File: config.mk
export PLATFORM = sky130hd
export DESIGN_NAME = tile_probe_engine
export DESIGN_NICKNAME = d
export VERILOG_FILES = /design/src/rtl/tile_map_pkg.sv /design/src/rtl/tile_addr_calc.sv /design/src/rtl/tile_probe_engine.sv
export SDC_FILE = /design/constraint.sdc
export NUM_CORES = 1
export LEC_CHECK = 0
export BUFFER_PORTS_ARGS = -buffer_cell sky130_fd_sc_hd__buf_2
export CAP_MARGIN = 15
export CORE_ASPECT_RATIO = 0.75
export CORE_MARGIN = 2
export CORE_UTILIZATION = 42
export DETAILED_ROUTE_END_ITERATION = 12
export PLACE_DENSITY = 0.82
export SLEW_MARGIN = 20
export SYNTH_ARGS = -nofsm -noshare
export SYNTH_HDL_FRONTEND = slang
export SYNTH_SLANG_ARGS = --single-unit
File: constraint.sdc
create_clock -name CLK -period 4.85 [get_ports CLK]
set_input_delay 0.485 -clock CLK [delete_from_list [all_inputs] [get_ports CLK]]
set_output_delay 0.485 -clock CLK [all_outputs]
set_load 0.1 [all_outputs]
File: src/rtl/tile_map_pkg.sv
// Shared types, field layout and slot extraction for the tile probe engine.
// Optional out-of-map handling in the engine is selected with TILE_PROBE_OOB_EN.
package tile_map_pkg;

    typedef enum logic [1:0] {
        IDLE  = 2'd0,
        ISSUE = 2'd1,
        WAIT  = 2'd2,
        DONE  = 2'd3
    } state_t;

    localparam int BC_LSB  = 0;
    localparam int BC_W    = 3;
    localparam int BND_LSB = 3;
    localparam int BND_W   = 4;
    localparam int SLOT_W  = BND_LSB + BND_W;

    localparam logic [BC_W-1:0] GOAL_CODE = 3'b100;

    // Only the low SLOT_W bits of a tile slot carry information.
    function automatic logic [SLOT_W-1:0] slot_extract(input logic [31:0] word,
                                                       input int unsigned lane,
                                                       input int unsigned tile_bits = 8);
        return SLOT_W'(word >> (lane * tile_bits));
    endfunction

endpackage

File: src/rtl/tile_addr_calc.sv
// Combinational pixel coordinate -> map RAM word address, lane and out-of-map flag.
// TILE_PROBE_OOB_EN: flag out-of-map probes instead of clamping them to the map edge.
module tile_addr_calc
    import tile_map_pkg::*;
#(
    parameter int COORD_W        = 10,
    parameter int TILE_SHIFT     = 5,
    parameter int MAP_COLS       = 20,
    parameter int MAP_ROWS       = 15,
    parameter int TILES_PER_WORD = 4,
    parameter int ADDR_W         = 7,
    parameter int LANE_W         = 2
) (
    input  logic [COORD_W-1:0] x,
    input  logic [COORD_W-1:0] y,
    output logic [ADDR_W-1:0]  addr,
    output logic [LANE_W-1:0]  lane,
    output logic               oob
);

    localparam int WPR = MAP_COLS / TILES_PER_WORD;

    logic [COORD_W-1:0] col_raw;
    logic [COORD_W-1:0] row_raw;
    logic [COORD_W-1:0] col;
    logic [COORD_W-1:0] row;
    logic               col_over;
    logic               row_over;

    always_comb begin
        col_raw  = x >> TILE_SHIFT;
        row_raw  = y >> TILE_SHIFT;
        col_over = (col_raw >= COORD_W'(MAP_COLS));
        row_over = (row_raw >= COORD_W'(MAP_ROWS));
`ifdef TILE_PROBE_OOB_EN
        col = col_raw;
        row = row_raw;
        oob = col_over | row_over;
`else
        col = col_over ? COORD_W'(MAP_COLS - 1) : col_raw;
        row = row_over ? COORD_W'(MAP_ROWS - 1) : row_raw;
        oob = 1'b0;
`endif
        addr = ADDR_W'(32'(row) * WPR + 32'(col) / TILES_PER_WORD);
        lane = LANE_W'(32'(col) % TILES_PER_WORD);
    end

endmodule

File: src/rtl/tile_probe_engine.sv
// Sequential multi-probe tile lookup against the packed map RAM, one read per probe.
// TILE_PROBE_OOB_EN: out-of-map probes skip the read and report a solid, flagged tile.
module tile_probe_engine
    import tile_map_pkg::*;
#(
    parameter int COORD_W        = 10,
    parameter int TILE_SHIFT     = 5,
    parameter int MAP_COLS       = 20,
    parameter int MAP_ROWS       = 15,
    parameter int TILES_PER_WORD = 4,
    parameter int TILE_BITS      = 8,
    parameter int NUM_PROBES     = 4,
    parameter int ADDR_W         = 7,
    parameter int RD_LAT         = 1
) (
    input  logic                          CLK,
    input  logic                          RESET,
    input  logic                          start,
    input  logic [NUM_PROBES*COORD_W-1:0] probe_x,
    input  logic [NUM_PROBES*COORD_W-1:0] probe_y,
    input  logic                          all_collected,
    output logic                          mem_rd,
    output logic [ADDR_W-1:0]             mem_addr,
    input  logic [31:0]                   mem_q,
    output logic                          busy,
    output logic                          done,
    output logic [NUM_PROBES*BC_W-1:0]    blockcode_out,
    output logic [NUM_PROBES*BND_W-1:0]   bounds_out,
    output logic [NUM_PROBES-1:0]         oob,
    output logic                          goal_hit
);

    localparam int LANE_W = (TILES_PER_WORD > 1) ? $clog2(TILES_PER_WORD) : 1;
    localparam int P_W    = $clog2(NUM_PROBES);

    state_t                       state_q, state_d;
    logic [P_W-1:0]               p_q, p_d;
    logic [1:0]                   wcnt_q, wcnt_d;
    logic [NUM_PROBES*BC_W-1:0]   bc_q, bc_d;
    logic [NUM_PROBES*BND_W-1:0]  bnd_q, bnd_d;
    logic [NUM_PROBES-1:0]        oob_q, oob_d;
    logic                         goal_q, goal_d;

    logic [COORD_W-1:0]           px_q [NUM_PROBES];
    logic [COORD_W-1:0]           py_q [NUM_PROBES];

    logic [COORD_W-1:0]           cur_x;
    logic [COORD_W-1:0]           cur_y;
    logic [ADDR_W-1:0]            calc_addr;
    logic [LANE_W-1:0]            calc_lane;
    logic                         calc_oob;
    logic [SLOT_W-1:0]            slot;
    logic                         any_goal;

    // Coordinates are plain data: captured on an accepted start, never reset.
    always_ff @(posedge CLK) begin
        if (state_q == IDLE && start) begin
            for (int i = 0; i < NUM_PROBES; i++) begin
                px_q[i] <= probe_x[i*COORD_W +: COORD_W];
                py_q[i] <= probe_y[i*COORD_W +: COORD_W];
            end
        end
    end

    assign cur_x = px_q[p_q];
    assign cur_y = py_q[p_q];

    tile_addr_calc #(
        .COORD_W        (COORD_W),
        .TILE_SHIFT     (TILE_SHIFT),
        .MAP_COLS       (MAP_COLS),
        .MAP_ROWS       (MAP_ROWS),
        .TILES_PER_WORD (TILES_PER_WORD),
        .ADDR_W         (ADDR_W),
        .LANE_W         (LANE_W)
    ) u_addr (
        .x    (cur_x),
        .y    (cur_y),
        .addr (calc_addr),
        .lane (calc_lane),
        .oob  (calc_oob)
    );

    always_comb begin
        state_d  = state_q;
        p_d      = p_q;
        wcnt_d   = wcnt_q;
        bc_d     = bc_q;
        bnd_d    = bnd_q;
        oob_d    = oob_q;
        goal_d   = goal_q;
        slot     = slot_extract(mem_q, 32'(calc_lane), TILE_BITS);
        any_goal = 1'b0;
        for (int i = 0; i < NUM_PROBES; i++) begin
            if (bc_q[i*BC_W +: BC_W] == GOAL_CODE) begin
                any_goal = 1'b1;
            end
        end

        case (state_q)
            IDLE: begin
                if (start) begin
                    state_d = ISSUE;
                    p_d     = '0;
                end
            end
            ISSUE: begin
                state_d = WAIT;
                wcnt_d  = '0;
            end
            WAIT: begin
                if (wcnt_q == 2'(RD_LAT - 1)) begin
                    // Out-of-map probes never read; they report a solid tile.
                    if (calc_oob) begin
                        bc_d[int'(p_q)*BC_W +: BC_W]    = '0;
                        bnd_d[int'(p_q)*BND_W +: BND_W] = '1;
                    end else begin
                        bc_d[int'(p_q)*BC_W +: BC_W]    = slot[BC_LSB +: BC_W];
                        bnd_d[int'(p_q)*BND_W +: BND_W] = slot[BND_LSB +: BND_W];
                    end
                    oob_d[p_q] = calc_oob;
                    if (p_q == P_W'(NUM_PROBES - 1)) begin
                        state_d = DONE;
                    end else begin
                        p_d     = p_q + 1'b1;
                        state_d = ISSUE;
                    end
                end else begin
                    wcnt_d = wcnt_q + 2'd1;
                end
            end
            DONE: begin
                state_d = IDLE;
                goal_d  = any_goal && all_collected;
            end
            default: state_d = IDLE;
        endcase
    end

    always_ff @(posedge CLK or negedge RESET) begin
        if (!RESET) begin
            state_q <= IDLE;
            p_q     <= '0;
            wcnt_q  <= '0;
            bc_q    <= '0;
            bnd_q   <= '0;
            oob_q   <= '0;
            goal_q  <= 1'b0;
        end else begin
            state_q <= state_d;
            p_q     <= p_d;
            wcnt_q  <= wcnt_d;
            bc_q    <= bc_d;
            bnd_q   <= bnd_d;
            oob_q   <= oob_d;
            goal_q  <= goal_d;
        end
    end

    assign mem_rd        = (state_q == ISSUE) && !calc_oob;
    assign mem_addr      = mem_rd ? calc_addr : '0;
    assign busy          = (state_q != IDLE);
    assign done          = (state_q == DONE);
    assign blockcode_out = bc_q;
    assign bounds_out    = bnd_q;
    assign oob           = oob_q;
    assign goal_hit      = goal_q;

endmodule

=== Yosys cells after proc, flatten, opt, wreduce, memory -nomap -nowiden ===
Memory sizes are Yosys's and may differ from the RTL's.
Cells that the tools add are included.

* Output and inout bits: 43
* Word-level logic and storage cells: 74
* RAM bits: 80
* Register bits: 39
* Memories kept: 2
* Input bits: 116

* Mux-type cells: 23
* Add/subtract/negate cells: 5
* Reductions and logical operators: 12
* Eq/ne operators: 12
* Shift operators: 5
* Bitwise gates (word level): 2
* Order comparisons: 4
* Multipliers: 2

{| class="wikitable"
|+ Memories
! memory !! depth !! bits a word !! read ports !! clocked after Yosys merged registers in !! write ports !! RTL line !! RTL
|-
| px_q || 4 || 10 || 1 || 0 || 4 || tile_probe_engine.sv:44 || <nowiki>logic [COORD_W-1:0] px_q [NUM_PROBES];</nowiki>
|-
| py_q || 4 || 10 || 1 || 0 || 4 || tile_probe_engine.sv:45 || <nowiki>logic [COORD_W-1:0] py_q [NUM_PROBES];</nowiki>
|}

{| class="wikitable"
|+ Operators with widths
! operator !! number
|-
| negation 4 -> 33 bit || 2
|-
| variable shift 3 x 33 -> 12 bit, first input constant || 1
|-
| variable shift 4 x 33 -> 16 bit, first input constant || 1
|-
| variable part select 3 x 33 -> 12 bit || 1
|-
| variable part select 4 x 33 -> 16 bit || 1
|-
| >> shifter 32 x 5 -> 7 bit || 1
|-
| bitwise mux 16 bit || 1
|-
| two-way mux 2 bit || 7
|-
| bitwise mux 12 bit || 1
|-
| == test 3 bit, second input constant || 4
|-
| two-way mux 5 bit || 2
|-
| inequality test 2 bit, second input constant || 4
|-
| one-hot mux 2 bit (2 select lines) || 2
|-
| one-hot mux 2 bit (4 select lines) || 1
|-
| adder 7 x 3 -> 7 bit || 1
|-
| multiplier 5 x 3 -> 7 bit, second input constant || 1
|-
| two-way mux 1 bit || 7
|-
| two-way mux 7 bit || 1
|-
| == test 2 bit, second input constant || 3
|-
| AND reduction 2 bit || 3
|-
| nonzero test 2 bit || 3
|-
| >= comparator 5 x 4 -> 1 bit, second input constant || 1
|-
| >= comparator 5 bit, second input constant || 1
|-
| adder 2 x 1 -> 2 bit, second input constant || 2
|-
| 10 further kinds || 13
|}

=== Depth between registers and ports, before layout ===
Gate-level depths: netlist of run 1.

* Depth after elaboration: 6
* Gate-level depth with buffers: 15
* Depth with buffers taken out: 13

=== Modules after synthesis ===
A second synthesis of run 1 with hierarchy kept.

* Cell total of the unflattened synthesis: 361
* Area, all modules: 5318.9 um^2

{| class="wikitable"
|+ By module, submodules not included
! module !! cells each !! sequential area each (um^2) !! instances !! area each (um^2)
|-
| tile_probe_engine || 320 || 3378.2 || 1 || 4959.8
|-
| tile_addr_calc || 41 || 0.0 || 1 || 359.1
|}

=== Worst setup path before layout of run 1 ===
Ideal clock, no wire load.

* Path type: flip-flop to output port
* Start point: register p_q[0]
* End point: output port mem_addr[5]
* Arrival: 4281 ps
* Required time: 4365 ps
* Path slack: 84 ps
* Buffers on the path: 2
* Cell stages (with the launch flop): 14
* Cell sequence: dfrtp_1 > buf_6 > buf_2 > mux4_2 > or2_2 > ha_1 > ha_1 > inv_1 > fa_1 > inv_1 > a21o_1 > a21oi_1 > xor2_1 > nor2_1

* Longest elaborated chain between the ends: 6
* Elaborated cells between the ends (all ways): 9
* Classes of those cells: 1 x add/sub; 1 x mul; 2 x order compare; 3 x mux; 2 x memory

{| class="wikitable"
|+ RTL lines
! item !! RTL line !! RTL
|-
| start, declared || tile_probe_engine.sv:37 || <nowiki>logic [P_W-1:0] p_q, p_d;</nowiki>
|-
| start signal, assigned || tile_probe_engine.sv:151 || <nowiki>p_q <= p_d;</nowiki>
|-
| memory (4 x 10 bit) || n/a ||
|-
| >= comparator 5 x 4 -> 1 bit || tile_addr_calc.sv:34 || <nowiki>row_over = (row_raw >= COORD_W'(MAP_ROWS));</nowiki>
|-
| two-way mux 5 bit || tile_addr_calc.sv:41 || <nowiki>row = row_over ? COORD_W'(MAP_ROWS - 1) : row_raw;</nowiki>
|-
| multiplier 5 x 3 -> 7 bit || tile_addr_calc.sv:44 || <nowiki>addr = ADDR_W'(32'(row) * WPR + 32'(col) / TILES_PER_WORD);</nowiki>
|-
| adder 7 x 3 -> 7 bit * || tile_addr_calc.sv:44 ||
|-
| two-way mux 7 bit * || tile_probe_engine.sv:161 || <nowiki>assign mem_addr = mem_rd ? calc_addr : '0;</nowiki>
|-
| end, declared || tile_probe_engine.sv:23 || <nowiki>output logic [ADDR_W-1:0] mem_addr,</nowiki>
|}

Mark *: on every way between the ends. The rest lies on a longest branch, timed or not.

=== Worst setup path in the final report of run 1 ===
Ends and elaborated chain as after synthesis.

==> run_results.csv, run 1 <==
group,metric,value,unit
yosys,ys_seq_area_share,57.0,%
sta,skew,0.00637,ns
yosys,synth_commonest_cells,"41 x nand2_1, 40 x edfxtp_1, 39 x dfrtp_1",
sta,maxClockFrequency,220,MHz
critical_path,endpoint,"mem_addr[5]",
drt,finalWirelength,8550,µm
place,dp_cells,533,
drt,wire_per_inst,15.5,µm
finish,nets,571,
floorplanning,die_w,114,µm
yosys,yosys_warnings,0,
floorplanning,io_pins,159,
place,dp_hpwl,6530,µm
critical_path,cp-start-kind,"register",
run,cap_viol_max_count,0,
place,place.gp.congestion,0.827,
finish,fin_util,53.9,%
sta,hold_viol,0,
floorplanning,start_util,42.7,%
global_route,grt.total_usage,18.5,%
yosys,synth.avg_cell_area,12.2,µm²
sta,min_period,4.54,ns
clock_tree,clock-sinks,79,
sta,rsz0062_at_grt,"no",
sta,worstMarginPinSlew,0.868,ns
min_path,hold_class,"input pin to async pin",
global_route,grt_pass1_wl,13900,µm
yosys,synth.area.mux_share,7.74,%
sta,drv_slew,0,
finish,drive_gt1_share,35.8,%
clock_tree,cts_tree,"yes",
yosys,yosys.area_share.simple,11.7,%
yosys,synth_xor_area_share,1.15,%
sta,slew_headroom,42.2,%
critical_path,reg2reg_setup_slack,1.83,ns
clock_tree,clkTransAtPathRegs,0.06,ns
drt,via_count,2881,
clock_tree,cts_max_level,3,
yosys,synth_top_family_by_area,"simple AND/OR/NAND/NOR gates",
yosys,synth_cells,314,
drt,first_pass_iters,4,
critical_path,rr_worst_depth,6,
sta,finalCritPeriodShare,93.6,%
critical_path,crit_type,"register to output pin",
yosys,syn_nets,452,
yosys,ys_types,41,
yosys,synth.ff_latch_count,79,
yosys,yosys.area.top_type,"edfxtp_1",
global_route,antenna_found_initial,0,
finish,stdcell_count,550,
critical_path,cp.arrival,4.05,ns
critical_path,crit_start,"p_q[0]",
clock_tree,post_cts_resized,0,
finish,antenna_cells,0,
floorplanning,dieArea,0.00988,mm²
place,pre_cts_ws,0.638,ns
drt,final_antenna_net_count,0,
yosys,synth_area_leaders,"edfxtp_1 31%, dfrtp_1 26%, ha_1 6.9%, mux4_2 5.9%, o21ai_1 4.6%",
yosys,ys_async_sr_fraction,49.4,%
clock_tree,post-cts-setup-buffers,0,
drt,drcViolationCount,0,
global_route,grt_pass1_vias,2810,
yosys,synth_compound_area_share,11.3,%
yosys,yosysMostFrequentCell,"nand2_1",
sta,setup_slack,0.311,ns
yosys,synth_top_area_share,31.5,%
critical_path,worstPathRequired,4.37,ns
yosys,synth_top_flop_cell,"edfxtp_1",
yosys,synthAdderAreaFrac,7.41,%
global_route,grt_max_degree,42,
floorplanning,core.rowCount,30,
clock_tree,cts_root_buf,"clkbuf_16",
clock_tree,cts_made_buffers,9,
sta,setup_violations,0,
critical_path,path_max_fanout,13,
yosys,synth-edff-count,40,
global_route,gr-total-overflow,0,
clock_tree,cts_hold_buf,0,
finish,synthToLayoutAreaGrowth,26.2,%
critical_path,r2r-start,"p_q[0]",
outcome,status,"complete, no violations",
drt,routed_via_density,5.24,
clock_tree,cts_buffer_depth,2,
floorplanning,core,0.00893,mm²
floorplanning,die_h,86.6,µm
critical_path,r2r_end,"blockcode_out[4]",
yosys,synth.cell_area,0.00382,mm²
finish,n_fill_cell,762,
critical_path,crit_path_end_kind,"output pin",
sta,tns,0,ns
drt,drtIter0Drc,155,
clock_tree,clk-insertion-delay-late,0.33,ns
place,io_buffers,114,
## placed cells by master (no fill, tap or decap), types with 3 or more instances in the layout
| cell type | Yosys | layout |
|---|---|---|
| inv_1 | 18 | 18 |
| clkinv_4 | 0 | 3 |
| a21oi_1 | 6 | 6 |
| a32oi_2 | 6 | 6 |
| mux4_2 | 10 | 10 |
| xor2_1 | 4 | 4 |
| nor3_1 | 9 | 9 |
| mux2i_1 | 7 | 7 |
| clkbuf_16 | 0 | 9 |
| buf_2 | 4 | 114 |
| o21ai_0 | 6 | 6 |
| ha_1 | 21 | 21 |
| a21boi_0 | 4 | 4 |
| dfrtp_1 | 39 | 39 |
| nor2_1 | 23 | 22 |
| edfxtp_1 | 40 | 40 |
| nand2_1 | 41 | 41 |
| a22oi_1 | 3 | 3 |
| o21ai_1 | 35 | 35 |
| or2_2 | 5 | 5 |
## stage by stage
step / hold slack (ns) / instance area [µm²]
5_1_grt: 0.311 / 4820
2_1_floorplan: 0.189 / 3820
4_1_cts: 0.293 / 4790
3_5_place_dp: 0.471 / 4490
3_3_place_gp: 0.466 / 4490
6_report: 0.268 / 4820
## routing by layer
metal / up-vias / global-route usage, % / part of all wire, %
li1: 1365 / - / -
met3: 15 / 5.10 / 5.7
met5: - / 0 / 0
met4: 0 / 6.32 / 1.6
met2: 101 / 30.5 / 51
met1: 1400 / 23.8 / 42
## registers in the layout, indices dropped and copies added (netlist names)
signal / count
blockcode_out: 12
bounds_out: 16
goal_hit: 1
oob: 4
p_q: 2
px_q: 20
py_q: 20
state_q: 2
wcnt_q: 2
## cell families after synthesis
kind of cell,after synthesis
XOR/XNOR,5
multiplexers,17
buffers and inverters,29
flip-flops,79
AND/OR/NAND/NOR,95
AO/OA/AOI/OAI,66
adder cells (fa/ha/maj),22
other,1
## area by class of cell
cell class	instances	area, µm²	area share (%)
clock buffer	11	233	4.83
clock inverter	5	67.6	1.40
inverter	20	75.1	1.56
multi-input combinational	206	1510	31.4
sequential	79	2180	45.2
tap	112	140	2.91
timing repair buffer	117	613	12.7
## worst min path at each step
stage	start	slack, ns	depth (start not counted)	end
final	RESET	0.27	1	blockcode_out[4]
after global placement	bounds_out[9]	0.47	2	bounds_out[9]
after floorplan	RESET	0.19	0	blockcode_out[0]
after global routing	probe_y[26]	0.31	1	py_q[2][6]
after CTS	RESET	0.29	1	blockcode_out[4]
after detailed placement	bounds_out[11]	0.47	2	bounds_out[11]
## critical path: stages, from the launching register on
cell     delay (ns)
dfrtp_1        0.72
mux4_2         0.63
or2_2          0.34
ha_1           0.28
ha_1           0.30
inv_1          0.07
fa_1           0.45
inv_1          0.08
a21o_1         0.13
a21oi_1        0.08
xor2_1         0.14
nor2_1         0.09
buf_2          0.43
Power of run 1 is left out: the tool's default activity adds up to more than one toggle a clock period on the data nets, which glitch-free logic cannot reach.
==> run 2, diff against run 1 <==
MAX_ROUTING_LAYER = met4   (was default)
==> run_results.csv, run 2 (synthesized netlist as in run 1, its figures left out) <==
group,metric,value,unit
drt,via_count,2843,
critical_path,cp-start-kind,"register",
floorplanning,start_util,42.7,%
clock_tree,cts_hold_buf,0,
place,place.gp.congestion,0.839,
clock_tree,cts_max_level,3,
critical_path,rr_worst_depth,6,
place,io_buffers,114,
clock_tree,cts_tree,"yes",
sta,hold_viol,0,
floorplanning,core,0.00893,mm²
clock_tree,cts_buffer_depth,2,
clock_tree,clock-sinks,79,
floorplanning,io_pins,159,
critical_path,slowest_delay,0.72,ns
critical_path,crit_path_end_kind,"output pin",
drt,finalWirelength,8570,µm
clock_tree,cts_root_buf,"clkbuf_16",
floorplanning,die_h,86.6,µm
finish,nets,571,
sta,skew,0.00640,ns
place,dp_hpwl,6530,µm
drt,final_antenna_net_count,0,
critical_path,worstPathRequired,4.37,ns
sta,min_period,4.55,ns
sta,slew_headroom,42.0,%
finish,drive_gt1_share,35.8,%
finish,final_cell_mix,"114 x buf_2, 41 x nand2_1, 40 x edfxtp_1",
clock_tree,clkTransAtPathRegs,0.06,ns
clock_tree,post-cts-setup-buffers,0,
drt,first_pass_iters,4,
clock_tree,clk-insertion-delay-late,0.33,ns
floorplanning,die_w,114,µm
sta,maxClockFrequency,220,MHz
sta,tns,0,ns
finish,antenna_cells,0,
sta,setup_violations,0,
drt,wire_per_inst,15.6,µm
drt,drtIter0Drc,150,
global_route,grt.total_usage,19.0,%
clock_tree,post_cts_resized,0,
drt,drcViolationCount,0,
critical_path,worst_path_max_delay_cell,"dfrtp_1",
global_route,grt_pass1_wl,13900,µm
global_route,antenna_found_initial,0,
global_route,gr-total-overflow,0,
run,cap_viol_max_count,0,
critical_path,r2r-start,"p_q[0]",
floorplanning,dieArea,0.00988,mm²
sta,finalCritPeriodShare,93.7,%
global_route,grt_pass1_vias,2818,
sta,drv_slew,0,
finish,n_fill_cell,762,
sta,worstMarginPinSlew,0.870,ns
critical_path,cp_top_family,"adder cells",
critical_path,cp.buffers_inverters,3,
critical_path,path_max_fanout,13,
global_route,grt_max_degree,42,
finish,synthToLayoutAreaGrowth,26.2,%
drt,routed_via_density,5.17,
critical_path,r2r_end,"blockcode_out[4]",
critical_path,cp.arrival,4.06,ns
clock_tree,cts_made_buffers,9,
sta,rsz0062_at_grt,"no",
critical_path,worstPathCellList,"mux4_2 > or2_2 > ha_1 > ha_1 > inv_1 > fa_1 > inv_1 > a21o_1 > a21oi_1 > xor2_1 > nor2_1 > buf_2",
finish,final_common_cell,"buf_2",
floorplanning,core.rowCount,30,
critical_path,crit_type,"register to output pin",
outcome,status,"complete, no violations",
critical_path,reg2reg_setup_slack,1.83,ns
min_path,hold_class,"input pin to async pin",
## run 2: cell counts in the layout (fill, tap and decap cells not counted)
Identical to the previous run, type by type.
## run 2: final cells by class
| class | instances | area [µm²] | area share [%] |
|---|---|---|---|
| Sequential cell | 79 | 2180 | 45.2 |
| Timing Repair Buffer | 117 | 613 | 12.7 |
| Clock inverter | 5 | 67.6 | 1.40 |
| Multi-Input combinational cell | 206 | 1510 | 31.4 |
| Tap cell | 112 | 140 | 2.91 |
| Inverter | 20 | 75.1 | 1.56 |
| Clock buffer | 11 | 233 | 4.83 |
## run 2: through the flow
stage | area, µm² | util (%) | setup WS (ns) | cells | hold slack [ns]
2_1_floorplan | 3820 | - | 0.0841 | 314 | 0.189
3_3_place_gp | 4490 | 50.3 | 0.668 | 533 | 0.466
3_5_place_dp | 4490 | 50.3 | 0.638 | 533 | 0.471
4_1_cts | 4790 | 53.6 | 0.273 | 549 | 0.293
5_1_grt | 4820 | 53.9 | 0.0681 | 550 | 0.313
6_report | 4820 | 53.9 | 0.304 | 550 | 0.268
## run 2: worst max-delay path by stage
stage | start | to | slack (ns) | cells past startpoint
final | p_q[0] | mem_addr[5] | 0.30 | 12
after detailed placement | p_q[0] | mem_addr[5] | 0.64 | 12
after CTS | p_q[0] | mem_addr[5] | 0.27 | 12
after global placement | p_q[0] | mem_addr[5] | 0.67 | 12
after global routing | p_q[0] | mem_addr[5] | 0.07 | 12
after floorplan | p_q[0] | mem_addr[5] | 0.08 | 13
## run 2: worst reg2reg max path: stages, from the launching register on
cell     delay, ns
dfrtp_1       0.72
buf_4         0.30
mux4_2        0.75
or3_1         0.60
a32oi_2       0.27
nor2_1        0.13
o21ai_1       0.17
## run 2: metal layers
| layer | track usage (%) | share of wire (%) | vias up |
|---|---|---|---|
| li1 | - | - | 1367 |
| met1 | 23.8 | 43 | 1367 |
| met2 | 30.5 | 51 | 99 |
| met3 | 4.55 | 5.5 | 10 |
| met4 | 6.65 | 1.2 | 0 |
| met5 | - | 0 | - |
Power of run 2 is left out for the same reason.
